$ cat src/rtl/bsg_tx_modulator_pkg.sv
// bsg_pkg: shared types and defaults for the BSG transmit modulator.
//   state_t      : frame FSM states (idle, start symbol, data bits)
//   DEF_*        : default OUT sample levels and cycles per half-bit
//   half_lvl()   : maps a Manchester bit/phase pair onto an output level
package bsg_pkg;

  typedef enum logic [1:0] {
    ST_IDLE  = 2'd0,
    ST_START = 2'd1,
    ST_DATA  = 2'd2
  } state_t;

  localparam logic [7:0] DEF_HI_LVL   = 8'hFF;
  localparam logic [7:0] DEF_LO_LVL   = 8'h00;
  localparam logic [7:0] DEF_IDLE_LVL = 8'h80;
  localparam int         DEF_SPB      = 4;

  // Bit index of the LSB data bit: index 0 is the start symbol, 1..8 are data.
  localparam logic [3:0] LAST_BIT = 4'd8;

  // Manchester: a 1 is high-then-low, a 0 is low-then-high.
  function automatic logic [7:0] half_lvl(input logic       bitv,
                                          input logic       phase,
                                          input logic [7:0] hi,
                                          input logic [7:0] lo);
    return (bitv ^ phase) ? hi : lo;
  endfunction

endpackage

$ cat src/rtl/bsg_tx_modulator_fifo2.sv
// bsg_fifo2: 2-deep x 8-bit FIFO feeding the modulator.
//   clk, reset  : rising-edge clock, synchronous active-low reset
//   push, din   : write din when push=1 (ignored when full)
//   pop, dout   : dout is the head; pop=1 drops it (ignored when empty)
//   count       : occupancy 0..2; full / empty flags derived from it
// Simultaneous push and pop keeps count and preserves order.
module bsg_fifo2 (
  input  logic       clk,
  input  logic       reset,
  input  logic       push,
  input  logic [7:0] din,
  input  logic       pop,
  output logic [7:0] dout,
  output logic [1:0] count,
  output logic       full,
  output logic       empty
);

  logic [7:0] mem [2];
  logic       wr_ptr;
  logic       rd_ptr;
  logic       do_push;
  logic       do_pop;

  assign full    = (count == 2'd2);
  assign empty   = (count == 2'd0);
  assign do_push = push & ~full;
  assign do_pop  = pop & ~empty;
  assign dout    = mem[rd_ptr];

  always_ff @(posedge clk) begin
    if (!reset) begin
      wr_ptr <= 1'b0;
      rd_ptr <= 1'b0;
      count  <= 2'd0;
    end else begin
      if (do_push) wr_ptr <= ~wr_ptr;
      if (do_pop)  rd_ptr <= ~rd_ptr;
      case ({do_push, do_pop})
        2'b10:   count <= count + 2'd1;
        2'b01:   count <= count - 2'd1;
        default: count <= count;
      endcase
    end
  end

  // Storage needs no reset; occupancy is tracked by count.
  always_ff @(posedge clk) begin
    if (do_push) mem[wr_ptr] <= din;
  end

endmodule

$ cat src/rtl/bsg_tx_modulator.sv
// bsg_tx_modulator: Manchester-modulates buffered bytes onto an 8-bit
// sample stream. Each frame is a start symbol (0) then 8 data bits MSB
// first, each half-bit held for SPB cycles.
//   G_CLK_TX   : sole clock
//   reset      : synchronous, active-low
//   tx_enable  : permits a new frame to start (never truncates one)
//   data_in / data_valid / data_ready : byte input handshake
//   OUT        : registered sample stream (IDLE_LVL when not sending)
//   busy       : high while OUT carries frame samples
//   byte_done  : one-cycle pulse in the cycle after a frame's last sample
module bsg_tx_modulator
  import bsg_pkg::*;
#(
  parameter int         SPB      = DEF_SPB,
  parameter logic [7:0] HI_LVL   = DEF_HI_LVL,
  parameter logic [7:0] LO_LVL   = DEF_LO_LVL,
  parameter logic [7:0] IDLE_LVL = DEF_IDLE_LVL
) (
  input  logic       G_CLK_TX,
  input  logic       reset,
  input  logic       tx_enable,
  input  logic [7:0] data_in,
  input  logic       data_valid,
  output logic       data_ready,
  output logic [7:0] OUT,
  output logic       busy,
  output logic       byte_done
);

  localparam logic [7:0] SPB_M1 = 8'(SPB - 1);

  state_t     state_q, state_d;
  logic [7:0] cnt_q, cnt_d;
  logic       phase_q, phase_d;
  logic [3:0] bit_q, bit_d;
  logic [7:0] shreg_q, shreg_d;
  logic [7:0] out_q, out_d;
  logic       done_q, done_d;
  logic       load;
  logic       pop;
  logic       push;
  logic       has_byte;
  logic [7:0] fifo_head;
  logic [1:0] fifo_count;
  logic       fifo_full;
  logic       fifo_empty;

  assign data_ready = reset & ~fifo_full;
  assign push       = data_valid & data_ready;
  assign has_byte   = (fifo_count != 2'd0) & ~fifo_empty;

  bsg_fifo2 u_fifo (
    .clk   (G_CLK_TX),
    .reset (reset),
    .push  (push),
    .din   (data_in),
    .pop   (pop),
    .dout  (fifo_head),
    .count (fifo_count),
    .full  (fifo_full),
    .empty (fifo_empty)
  );

  // The registers describe the sample currently on OUT; the next-state
  // values therefore directly select the next sample level, which is what
  // lets the first start sample appear on the same edge as the pop.
  always_comb begin
    state_d = state_q;
    cnt_d   = cnt_q;
    phase_d = phase_q;
    bit_d   = bit_q;
    shreg_d = shreg_q;
    done_d  = 1'b0;
    load    = 1'b0;
    pop     = 1'b0;
    out_d   = IDLE_LVL;

    case (state_q)
      ST_IDLE: begin
        if (tx_enable && has_byte) load = 1'b1;
      end
      ST_START, ST_DATA: begin
        if (cnt_q == SPB_M1) begin
          cnt_d   = 8'd0;
          phase_d = ~phase_q;
          if (phase_q) begin
            if (bit_q == LAST_BIT) begin
              done_d = 1'b1;
              if (tx_enable && has_byte) load = 1'b1;
              else                       state_d = ST_IDLE;
            end else begin
              bit_d   = bit_q + 4'd1;
              state_d = ST_DATA;
              // The start symbol consumes no data bit, so shift only
              // after a data bit.
              if (state_q == ST_DATA) shreg_d = {shreg_q[6:0], 1'b0};
            end
          end
        end else begin
          cnt_d = cnt_q + 8'd1;
        end
      end
      default: state_d = ST_IDLE;
    endcase

    if (load) begin
      pop     = 1'b1;
      state_d = ST_START;
      cnt_d   = 8'd0;
      phase_d = 1'b0;
      bit_d   = 4'd0;
      shreg_d = fifo_head;
    end

    if (state_d != ST_IDLE)
      out_d = half_lvl((state_d == ST_DATA) & shreg_d[7], phase_d, HI_LVL, LO_LVL);
  end

  always_ff @(posedge G_CLK_TX) begin
    if (!reset) begin
      state_q <= ST_IDLE;
      cnt_q   <= 8'd0;
      phase_q <= 1'b0;
      bit_q   <= 4'd0;
      shreg_q <= 8'd0;
      out_q   <= IDLE_LVL;
      done_q  <= 1'b0;
    end else begin
      state_q <= state_d;
      cnt_q   <= cnt_d;
      phase_q <= phase_d;
      bit_q   <= bit_d;
      shreg_q <= shreg_d;
      out_q   <= out_d;
      done_q  <= done_d;
    end
  end

  assign OUT       = out_q;
  assign busy      = (state_q != ST_IDLE);
  assign byte_done = done_q;

endmodule

$ cat config.mk
export PLATFORM = sky130hd
export DESIGN_NAME = bsg_tx_modulator
export DESIGN_NICKNAME = d
export VERILOG_FILES = /design/src/rtl/bsg_tx_modulator_pkg.sv /design/src/rtl/bsg_tx_modulator_fifo2.sv /design/src/rtl/bsg_tx_modulator.sv
export SDC_FILE = /design/constraint.sdc
export NUM_CORES = 1
export LEC_CHECK = 0
export CAP_MARGIN = 30
export CORE_UTILIZATION = 50
export CTS_BUF_LIST = sky130_fd_sc_hd__clkbuf_8 sky130_fd_sc_hd__clkbuf_16
export DETAILED_ROUTE_END_ITERATION = 10
export PLACE_DENSITY = 0.71
export SYNTH_ARGS = -nofsm -noshare
export SYNTH_HDL_FRONTEND = slang
export SYNTH_SLANG_ARGS = --single-unit
$ cat constraint.sdc
create_clock -name G_CLK_TX -period 7.8 [get_ports G_CLK_TX]
set_clock_uncertainty 0.1 [all_clocks]
set_input_delay 1.56 -clock G_CLK_TX [delete_from_list [all_inputs] [get_ports G_CLK_TX]]
set_output_delay 1.56 -clock G_CLK_TX [all_outputs]
set_load 0.05 [all_outputs]
==> results summary <==
The number of enable-type register cells in the synthesized netlist came out at 16. The cell leakage power came out at 0.8488 nW. The number of antenna violations at the first check in global routing is 0. After clock tree synthesis, the setup repair step added 0 buffers.

The worst setup path is of the in -> out kind. The async set-or-reset flop fraction in the synthesized netlist is 0%. The flow ran to the end, and the final reports show no timing, DRC or antenna violations. The tree built by TritonCTS fans out to 47 sinks. Setup violations remaining at the end of the flow were counted as 0. The launch point of the worst reg-to-reg path is state_q[0]$_SDFF_PN0_. The number of failing hold endpoints at the final stage came to 0. Synthesis produced a netlist whose cell count is 213. The clock latency on the worst-skew pair is 0.30 ns.

The root cell of the clock tree is clkbuf_8. The primary flip-flop cell chosen by synthesis mapping is dfxtp_1. Headroom to the max-slew limit came out at 40.21%. For this run, the total global-route usage over all layers was measured as 19.37%.

The final layout net count is 247. In the post-synthesis netlist, the cell with the most instances is nor2_1. The sum of net half-perimeters after detailed placement came out at 2797 µm. The power density over the cells came out at 238.2 mW/mm². STA classifies the critical path endpoint as an output port. The mean area per synthesized cell came out at 10.18 µm². The capture point of the worst reg-to-reg path is u_fifo.count[1]$_SDFFE_PN0P_. The diode insertion count for antenna repair came out at 0. After clock tree synthesis, the clock-pin slew on the worst setup and hold paths is 0.08 ns. Once the floorplan was initialized, standard cells occupied 53.06% of the core.

The number of detailed-routing iterations run before antenna repair came out at 4. The share of the clock period used by the worst path after layout came out at 66.89%. Setup slack on the worst reg-to-reg path comes out at 4.44 ns.

The post-synthesis to final-layout area growth is 12.58%. The clock tree synthesis step divided the H-tree into 2 levels. For this design the top-level I/O count stands at 23. The first-pass GRT wire length is 6444 µm. Ranked by instance count, the synthesized netlist is headed by nor2_1 (34), dfxtp_1 (31), edfxtp_1 (16). At the end of the flow the core is filled with cells to 59.74%. After clock tree synthesis, the flow added hold-fix buffers numbering 0. IR analysis of the VDD net gives a maximum drop of 0.1228 mV.

The combined area of all synthesized cells is 0.002168 mm². The clock tree from TritonCTS is done. The required time at the worst-slack endpoint came out at 6.14 ns. The final total power is 0.5813 mW. The largest total area in the synthesized netlist belongs to dfxtp_1. The quantity of I/O buffers inserted on ports came out at 22. In this run the worst path has a maximum fanout of 16.

Synthesis produced a netlist with a net count of 232. Using the TritonRoute via totals, the vias-per-cell ratio works out to 5.441. Gates resized during post-CTS repair numbered 0. The via count of the first global-routing pass is 1,388. After detailed routing, the total wire length is 3909 µm. The multi-input combinational cells in the finished layout cover a total of 930.9 µm². The detailed-route DRC error count is 0. Ranked by total cell area, the synthesized netlist is headed by dfxtp_1 (29%), edfxtp_1 (22%), nor2_1 (5.9%).

The data arrival at the endpoint of the critical path came out at 3.56 ns. The worst path meets setup with 2.583 ns of slack. The proportion of netlist area held by the largest area contributor came out at 28.62%.

The final design area excluding fillers came out at 0.002441 mm². The smallest clock period supported by the final layout is computed as 5.217 ns. The sequential cell area in the final layout is 0.001101 mm².

After global routing the overflow that remains totals 0. The maximum operating frequency is 0.1917 GHz. The count of state elements after synthesis is 47. The placeable core region came out at 0.004086 mm².

The worst setup path is launched from an input pin. In this run the worst setup path begins at reset. The area of placed instances came out at 0.002360 mm². The path class of the tightest hold or removal check is reg -> reg. For the worst flop-to-flop path, the logic depth is 9. The sequential fraction of the synthesis area came out at 50.78%. The most critical setup path has its endpoint at data_ready.

The number of CTS-inserted buffers came out at 5. The width of the chip is 67.86 µm. The share of layout cells above drive strength 1 came out at 4.803%. The routed length per instance came out at 14.01 µm. The pin count of the biggest net entering global routing came out at 18. The clock tree buffer depth came out at 2. Prior to clock tree synthesis, the placed netlist has a worst setup slack of 2.620 ns.

Setup repair after global routing left no endpoint under its margin. For this block, the initial DRC count from the detailed router was 154. The floorplan has 23 rows. The count of nets left with antenna violations after detail routing is 0. The routed layout has 1,518 vias. The last weighted congestion value of the routability-driven placer came out at 0.9393. The number of warnings printed during yosys synthesis is 0. In the final timing run, aggregate negative setup slack is 0 ns.

After synthesis, the netlist uses 41 different library cells. The number of pins exceeding their max-slew limit in the final report is 0. Max-cap violations in this run came to 0. The full die area is 0.004604 mm². The slew of the pin with the lowest slew margin came out at 0.8968 ns. The die boundary height is 67.86 µm. The fill cell instance count of the final layout came out at 355.
kinds of logic after synthesis:
kind of cell | synth area share [%]
and+or+nand+nor | 17.48
DFF | 50.78
muxes | 4.212
xor gates and xnor gates | 6.059
buffers and inverters | 6.289
AOI/OAI and AO/OA | 11.14
adders and majority gates | 4.039
through the flow:
stage / instances / hold slack, ns
6_report: 279 / 0.4058
5_1_grt: 279 / 0.4335
4_1_cts: 279 / 0.4027
3_5_place_dp: 271 / 0.3939
3_3_place_gp: 271 / 0.3856
2_1_floorplan: 213 / 0.3750
sequential cells by signal, indices dropped and copies added, names as in the netlist, named ones only:
signal	count
u_fifo.count	2
u_fifo.rd_ptr	1
bit_q	4
cnt_q	8
u_fifo.wr_ptr	1
byte_done	1
shreg_q	8
u_fifo.mem	16
OUT	2
phase_q	1
state_q	2
power by group:
group          leakage (nW)  internal (mW)  switching, mW
clock                0.0505         0.0603         0.0761
combinational         0.401         0.0568         0.0873
sequential            0.398          0.278         0.0230
total                 0.849          0.395          0.186
final cells by class:
type                    instances  area share, %
flip-flops and latches         47          45.11
clock inverters                 3         0.5126
clock buffers                   5          2.819
inverters                      12          1.845
multi-input cells             140          38.13
repair buffers                 22          9.021
well taps                      50          2.563
per-layer routing:
metal | wire [µm] | vias up | part of all wire, % | GRT usage (%)
li1 | - | 772 | - | -
met1 | 1930 | 691 | 49 | 27.03
met2 | 1691 | 47 | 43 | 28.09
met3 | 203 | 8 | 5.2 | 4.500
met4 | 83 | 0 | 2.1 | 9.375
met5 | 0 | - | 0 | 0
critical path, cell delays in order:
cell and delay (ns):
clkdlybuf4s50_1 0.61, inv_1 0.30, a21oi_1 0.25, clkdlybuf4s50_1 0.83
worst min-delay path by stage:
stage                                         end                    start  cells past startpoint
after floorplan             cnt_q[1]$_SDFFE_PP0P_    cnt_q[1]$_SDFFE_PP0P_                      2
after global placement    shreg_q[4]$_SDFFE_PN0P_  shreg_q[4]$_SDFFE_PN0P_                      2
after detailed placement  shreg_q[4]$_SDFFE_PN0P_  shreg_q[4]$_SDFFE_PN0P_                      2
after CTS                 shreg_q[4]$_SDFFE_PN0P_  shreg_q[4]$_SDFFE_PN0P_                      2
after global routing      shreg_q[4]$_SDFFE_PN0P_  shreg_q[4]$_SDFFE_PN0P_                      2
final                     shreg_q[4]$_SDFFE_PN0P_  shreg_q[4]$_SDFFE_PN0P_                      2
cells in the final DEF (no fill, tap or decap), types with 2 or more instances in the layout:
master,n
nor2_1,34
dfxtp_1,31
clkdlybuf4s50_1,22
edfxtp_1,16
inv_1,14
a31oi_1,10
nand2_1,9
xnor2_1,8
mux2i_1,8
a211oi_1,8
xor2_1,7
ha_1,7
o21ai_0,6
nand3_1,5
nand4_1,5
clkbuf_8,5
a21oi_1,3
nor3_1,3
o21a_1,3
and2_1,3
or3_1,2
and3_1,2
nor2b_1,2
Note: power is estimated with default switching activity, not from simulation.
